==> config.mk <==
export PLATFORM = sky130hd
export DESIGN_NAME = add32_vector_engine
export DESIGN_NICKNAME = d
export VERILOG_FILES = /design/src/rtl/add32_vector_engine.sv
export SDC_FILE = /design/constraint.sdc
export NUM_CORES = 1
export LEC_CHECK = 0
export ABC_AREA = 1
export CAP_MARGIN = 20
export CORE_MARGIN = 2
export CORE_UTILIZATION = 45
export DETAILED_ROUTE_END_ITERATION = 6
export DONT_BUFFER_PORTS = 1
export PLACE_DENSITY = 0.63
export SETUP_SLACK_MARGIN = 0.3
export SYNTH_ARGS = -nofsm -noshare
export SYNTH_HDL_FRONTEND = slang
export SYNTH_SLANG_ARGS = --single-unit
==> constraint.sdc <==
create_clock -name clk -period 4.4 [get_ports clk]
set_clock_uncertainty 0.2 [all_clocks]
set_input_delay 1.1 -clock clk [delete_from_list [all_inputs] [get_ports clk]]
set_output_delay 1.1 -clock clk [all_outputs]
set_load 0.02 [all_outputs]
==> src/rtl/add32_vector_engine.sv <==
// Self-test engine for a 32-bit adder: streams LFSR operand pairs, compares the
// returned sums against a latency-matched expected pipeline and reports errors.
module add32_vector_engine #(
    parameter int unsigned DUT_LAT = 0
) (
    input  logic        clk,
    input  logic        reset,
    input  logic        start,
    input  logic [15:0] num_vectors,
    input  logic [31:0] seed,
    output logic [31:0] num_1,
    output logic [31:0] num_2,
    input  logic [31:0] o_add_32,
    output logic        busy,
    output logic        done,
    output logic        pass,
    output logic [15:0] err_count,
    output logic [15:0] first_err_idx
);
    localparam int unsigned W  = 32;
    localparam int unsigned CW = 16;
    localparam int unsigned PL = (DUT_LAT == 0) ? 1 : DUT_LAT;
    localparam logic [W-1:0]  LFSR_MASK  = 32'h8020_0003;
    localparam logic [W-1:0]  SEED_B_XOR = 32'hA5A5_A5A5;
    localparam logic [CW-1:0] IDX_NONE   = 16'hFFFF;

    typedef enum logic [1:0] {S_IDLE, S_RUN, S_DRAIN, S_DONE} state_t;

    state_t state, state_nx;

    logic [W-1:0]  lfsr_a, lfsr_b, lfsr_a_d, lfsr_b_d;
    logic [CW-1:0] cnt, cnt_d, n_lat, n_lat_d;
    logic [W-1:0]  num_1_d, num_2_d;
    logic [CW-1:0] err_d, first_d;
    logic          busy_d, done_d, pass_d;

    function automatic logic [W-1:0] lfsr_step(input logic [W-1:0] x);
        return x[0] ? ((x >> 1) ^ LFSR_MASK) : (x >> 1);
    endfunction

    // A zero seed would lock the LFSR, so it is forced to one.
    logic [W-1:0] seed_a, seed_b_raw, seed_b;
    assign seed_a     = (seed == '0) ? W'(1) : seed;
    assign seed_b_raw = seed ^ SEED_B_XOR;
    assign seed_b     = (seed_b_raw == '0) ? W'(1) : seed_b_raw;

    logic start_ok;
    assign start_ok = start && ((state == S_IDLE) || (state == S_DONE));

    // Issue side: the vector on num_1/num_2 in this cycle.
    logic          iss_valid, iss_last;
    logic [W-1:0]  iss_exp;
    assign iss_valid = (state == S_RUN);
    assign iss_last  = (cnt == (n_lat - CW'(1)));
    assign iss_exp   = num_1 + num_2;

    // Expected-sum pipeline, DUT_LAT stages deep (bypassed when zero).
    logic [W-1:0]  exp_pipe  [PL];
    logic [CW-1:0] idx_pipe  [PL];
    logic [PL-1:0] vld_pipe, last_pipe;

    always_ff @(posedge clk) begin
        if (reset) begin
            vld_pipe  <= '0;
            last_pipe <= '0;
            for (int i = 0; i < PL; i++) begin
                exp_pipe[i] <= '0;
                idx_pipe[i] <= '0;
            end
        end else begin
            vld_pipe[0]  <= iss_valid;
            last_pipe[0] <= iss_valid && iss_last;
            exp_pipe[0]  <= iss_exp;
            idx_pipe[0]  <= cnt;
            for (int i = 1; i < PL; i++) begin
                vld_pipe[i]  <= vld_pipe[i-1];
                last_pipe[i] <= last_pipe[i-1];
                exp_pipe[i]  <= exp_pipe[i-1];
                idx_pipe[i]  <= idx_pipe[i-1];
            end
        end
    end

    logic          cmp_valid, cmp_last, cmp_err;
    logic [W-1:0]  cmp_exp;
    logic [CW-1:0] cmp_idx;
    assign cmp_valid = (DUT_LAT == 0) ? iss_valid : vld_pipe[PL-1];
    assign cmp_last  = (DUT_LAT == 0) ? (iss_valid && iss_last) : last_pipe[PL-1];
    assign cmp_exp   = (DUT_LAT == 0) ? iss_exp : exp_pipe[PL-1];
    assign cmp_idx   = (DUT_LAT == 0) ? cnt : idx_pipe[PL-1];
    assign cmp_err   = cmp_valid && (o_add_32 != cmp_exp);

    // State register.
    always_ff @(posedge clk) begin
        if (reset) state <= S_IDLE;
        else       state <= state_nx;
    end

    // Next-state logic.
    always_comb begin
        state_nx = state;
        case (state)
            S_IDLE, S_DONE: begin
                if (start) state_nx = (num_vectors == '0) ? S_DONE : S_RUN;
            end
            S_RUN: begin
                if (iss_last) state_nx = (DUT_LAT == 0) ? S_DONE : S_DRAIN;
            end
            S_DRAIN: begin
                if (cmp_valid && cmp_last) state_nx = S_DONE;
            end
            default: state_nx = S_IDLE;
        endcase
    end

    // Next values of all registered outputs and datapath state.
    always_comb begin
        num_1_d  = '0;
        num_2_d  = '0;
        lfsr_a_d = lfsr_a;
        lfsr_b_d = lfsr_b;
        cnt_d    = cnt;
        n_lat_d  = n_lat;
        err_d    = err_count;
        first_d  = first_err_idx;

        if (cmp_err) begin
            if (err_count != IDX_NONE) err_d = err_count + CW'(1);
            if (first_err_idx == IDX_NONE) first_d = cmp_idx;
        end

        if (start_ok) begin
            n_lat_d = num_vectors;
            err_d   = '0;
            first_d = IDX_NONE;
            cnt_d   = '0;
            if (num_vectors != '0) begin
                num_1_d  = seed_a;
                num_2_d  = seed_b;
                lfsr_a_d = lfsr_step(seed_a);
                lfsr_b_d = lfsr_step(seed_b);
            end
        end else if (iss_valid && !iss_last) begin
            num_1_d  = lfsr_a;
            num_2_d  = lfsr_b;
            lfsr_a_d = lfsr_step(lfsr_a);
            lfsr_b_d = lfsr_step(lfsr_b);
            cnt_d    = cnt + CW'(1);
        end

        busy_d = (state_nx == S_RUN) || (state_nx == S_DRAIN);
        done_d = (state_nx == S_DONE);
        pass_d = done_d && (err_d == '0);
    end

    always_ff @(posedge clk) begin
        if (reset) begin
            num_1         <= '0;
            num_2         <= '0;
            lfsr_a        <= '0;
            lfsr_b        <= '0;
            cnt           <= '0;
            n_lat         <= '0;
            err_count     <= '0;
            first_err_idx <= IDX_NONE;
            busy          <= 1'b0;
            done          <= 1'b0;
            pass          <= 1'b0;
        end else begin
            num_1         <= num_1_d;
            num_2         <= num_2_d;
            lfsr_a        <= lfsr_a_d;
            lfsr_b        <= lfsr_b_d;
            cnt           <= cnt_d;
            n_lat         <= n_lat_d;
            err_count     <= err_d;
            first_err_idx <= first_d;
            busy          <= busy_d;
            done          <= done_d;
            pass          <= pass_d;
        end
    end
endmodule

==> out/results.tsv <==
stage	metric	value	unit
logic_synthesis	mean area per synthesized cell	6.417	sq um
die	area of the die	26720	sq um
layout	ant diodes	0	
job	max-cap violations	0	
cts	clock latency on the worst-skew pair	0.44	ns
logic_synthesis	count of flip-flops with a built-in enable after synthesis	0	
global_routing	total track usage	25.42	%
place	global placer's final weighted congestion	0.9429	
cts	clock tree from TritonCTS	done	
layout	ratio of cells with drive above 1 in the final layout	3.129	%
drt	Vias per Instance	5.300	
critical_path	required time at the endpoint of the critical path	4.56	ns
logic_synthesis	primary flip-flop cell chosen by synthesis mapping	dfxtp_1	
layout	Layout Nets	1866	
cts	Inserted Clock Buffers	17	
critical_path	biggest fanout along the worst timing path	15	
pwr	Worst IR Drop VDD	0.3012	mV
die	Core ar.	25040	sq um
drt	length of the first detailed-routing pass in iterations	5	
drt	wire length per cell after detailed routing	16.57	um
place	dpl cell area	11660	sq um
logic_synthesis	post-synthesis sequential area ratio	34.47	%
sta	final hold violation count	0	
sta	Total Neg Setup Slack	0	ns
cts	number of sinks handled by clock tree synthesis	197	
global_routing	pin count of the biggest net entering global routing	90	
critical_path	Critical Path End Type	flip-flop	
cts	Clock Root Buffer	clkbuf_16	
logic_synthesis	most common library cells after synthesis	nand2_1, nor2_1, dfxtp_1	
drt	Routed Wire Length	34610	um
sta	number of max-slew violations in the final report	0	
logic_synthesis	most frequently used cell type in the post-synthesis netlist	nand2_1	
sta	transition time of the tightest slew-check pin	0.7900	ns
cts	Reg clk slew, reported paths	0.08	ns
drt	initial DRC count	1060	
logic_synthesis	largest cells by area after synthesis	dfxtp_1, nand2_1, nor2_1	
layout	post-route cell area	12230	sq um
pwr	P per Cell Area	634.6	nW/um^2
global_routing	global route total overflow	0	
logic_synthesis	number of flip-flops and latches in the synthesized netlist	197	
die	DIE WIDTH	163.5	um
place	Detailed Place HPWL	27020	um
hold_path	kind of path behind the tightest hold check	reg -> reg	
logic_synthesis	proportion of register bits with asynchronous set or reset after synthesis	0	%
sta	minimum setup slack in the final design	0.6760	ns
critical_path	category of the critical setup timing path	reg -> reg	
sta	worst slew slack as a fraction of its limit	47.27	%
drt	amount of wire on met2 after detailed routing	14440	um
logic_synthesis	most area-hungry cell type in the Yosys netlist	dfxtp_1	
layout	fillers	2612	
run_status	run status	completed	
logic_synthesis	area share of the largest cell type after synthesis	34.47	%
layout	area growth from synthesis to layout	6.911	%
place	number of cells after detailed placement	2056	
logic_synthesis	Ys Warns	0	
sta	RSZ-0062 raised after global routing	no	
cts	Clock Tree Buf Depth	2	
die	Starting Density	45.70	%
sta	Post-Route Hold Slack	0.2799	ns
logic_synthesis	Cells after Synth	1783	
die	Row Count	58	
place	pre-CTS worst setup slack	0.6023	ns
drt	Met1 Routed Length	16620	um
critical_path	worst endpoint data arrival time	3.88	ns
die	die extent in y	163.5	um
sta	maximum clock frequency	268.5	MHz
sta	Final Setup Violations	0	
drt	highest routed layer	met4	
logic_synthesis	synthesized netlist net count	1904	
drt	met3 WL post-DR	3096	um
global_routing	number of antenna violations at the first check in global routing	0	
cts	total number of H-tree levels	4	
drt	Post-route DRC	0	
drt	post-detailed-route count of antenna-violating nets	0	
logic_synthesis	Unique masters post-synth	41	
sta	share of the cycle needed by the critical path after routing	84.64	%
sta	Min Clock Period, post-route	3.724	ns
critical_path	kind of launch point of the worst setup path	flip-flop	
pwr	P_leak	5.874	nW
logic_synthesis	Post-Syn Area	11440	sq um
place	Port Buffers	0	
die	count of pins on the block boundary	182	
layout	non-filler instance count after layout	2088	
global_routing	vias in the first global route	9970	
drt	via total after detailed routing	11066	
global_routing	wire length of the first global-routing pass	53780	um
cts	CTS Hold Bufs	0	
## path summary, 6_finish.rpt
path,from,endpoint,slack [ns],depth (start not counted)
worst min register to register,n_lat[11],n_lat[11],0.28,2
worst min-delay path,n_lat[11],n_lat[11],0.28,2
worst max-delay path,num_2[0],first_err_idx[5],0.68,22
worst max register to register,num_2[0],first_err_idx[5],0.68,22
## worst max-delay path, cell delays in order (launching register included)
cell and delay, ns:
dfxtp_1 0.42, ha_1 0.28, fa_1 0.42, nand3_1 0.10
nand3_1 0.15, nand2_1 0.12, nand2_1 0.11, nand2_1 0.10
nand2_1 0.10, nand2_1 0.08, nand2_1 0.05, nor2_1 0.10
nand2_1 0.06, nor2_1 0.09, nand3_1 0.09, nor2_1 0.09
nand2_1 0.14, nand2_2 0.25, inv_1 0.10, nand2_2 0.19
buf_4 0.23, a21oi_1 0.08, o21ai_0 0.12
## area by class of cell
| type | instances | area, sq um | area share (%) |
|---|---|---|---|
| clock buffers | 20 | 456.7 | 3.734 |
| clock inverters | 12 | 107.6 | 0.8797 |
| inverters | 182 | 683.2 | 5.585 |
| multi-input cells | 1337 | 6528 | 53.37 |
| flip-flops and latches | 197 | 3944 | 32.24 |
| well taps | 330 | 412.9 | 3.376 |
| repair buffers | 10 | 100.1 | 0.8183 |
## report_power, final
| group | internal, W | leakage, nW | switching [W] |
|---|---|---|---|
| Sequential | 0.00229 | 1.61 | 0.000714 |
| Clock | 0.000778 | 0.278 | 0.000757 |
| Combinational | 0.00109 | 3.98 | 0.00213 |
| Total | 0.00416 | 5.87 | 0.00360 |
## state kept, by name, summed over array words and instances (netlist names), 2 cells and up
register,flops
lfsr_b,32
lfsr_a,32
num_1,32
first_err_idx,16
n_lat,16
cmp_idx,16
num_2,32
state,2
err_count,16
## cells in the final DEF (no fill, tap or decap), drive strengths merged, types with 25 or more instances in the layout
master / Yosys / final
inv: 182 / 190
o21ai: 128 / 128
nor2: 273 / 273
nand3: 108 / 108
nand4: 25 / 25
ha: 37 / 37
and3: 60 / 60
nor3: 26 / 26
a21oi: 68 / 68
dfxtp: 197 / 197
nand2: 493 / 493
xor2: 41 / 41
## stage by stage
| step | utilization [%] | total power (W) |
|---|---|---|
| floorplan | - | 0.005417 |
| finish | 48.86 | 0.007762 |
| global route | 48.86 | 0.008353 |
| global placement | 46.59 | 0.006185 |
| detailed placement | 46.59 | 0.006222 |
| CTS | 48.85 | 0.007751 |
## kinds of logic (layout without fill, tap and decap cells)
group | count (synthesis) | count (layout) | synth area share, %
AOI/OAI and AO/OA | 214 | 214 | 9.777
DFF | 197 | 197 | 34.47
xor gates and xnor gates | 65 | 65 | 4.976
adders and majority gates | 38 | 38 | 4.221
and+or+nand+nor | 1020 | 1020 | 37.99
buffers and inverters | 249 | 224 | 8.563
## layer usage
layer	up-vias	track usage, %
li1	5658	-
met1	5042	36.68
met2	335	37.40
met3	31	7.263
met4	0	5.781
met5	-	0
## repair_timing
item / CTS / global route
endpoints found under the setup margin: 0 / 5
gates resized for setup: 0 / 1
buffers inserted: 0 / 0
(Power assumes the default switching activity.)
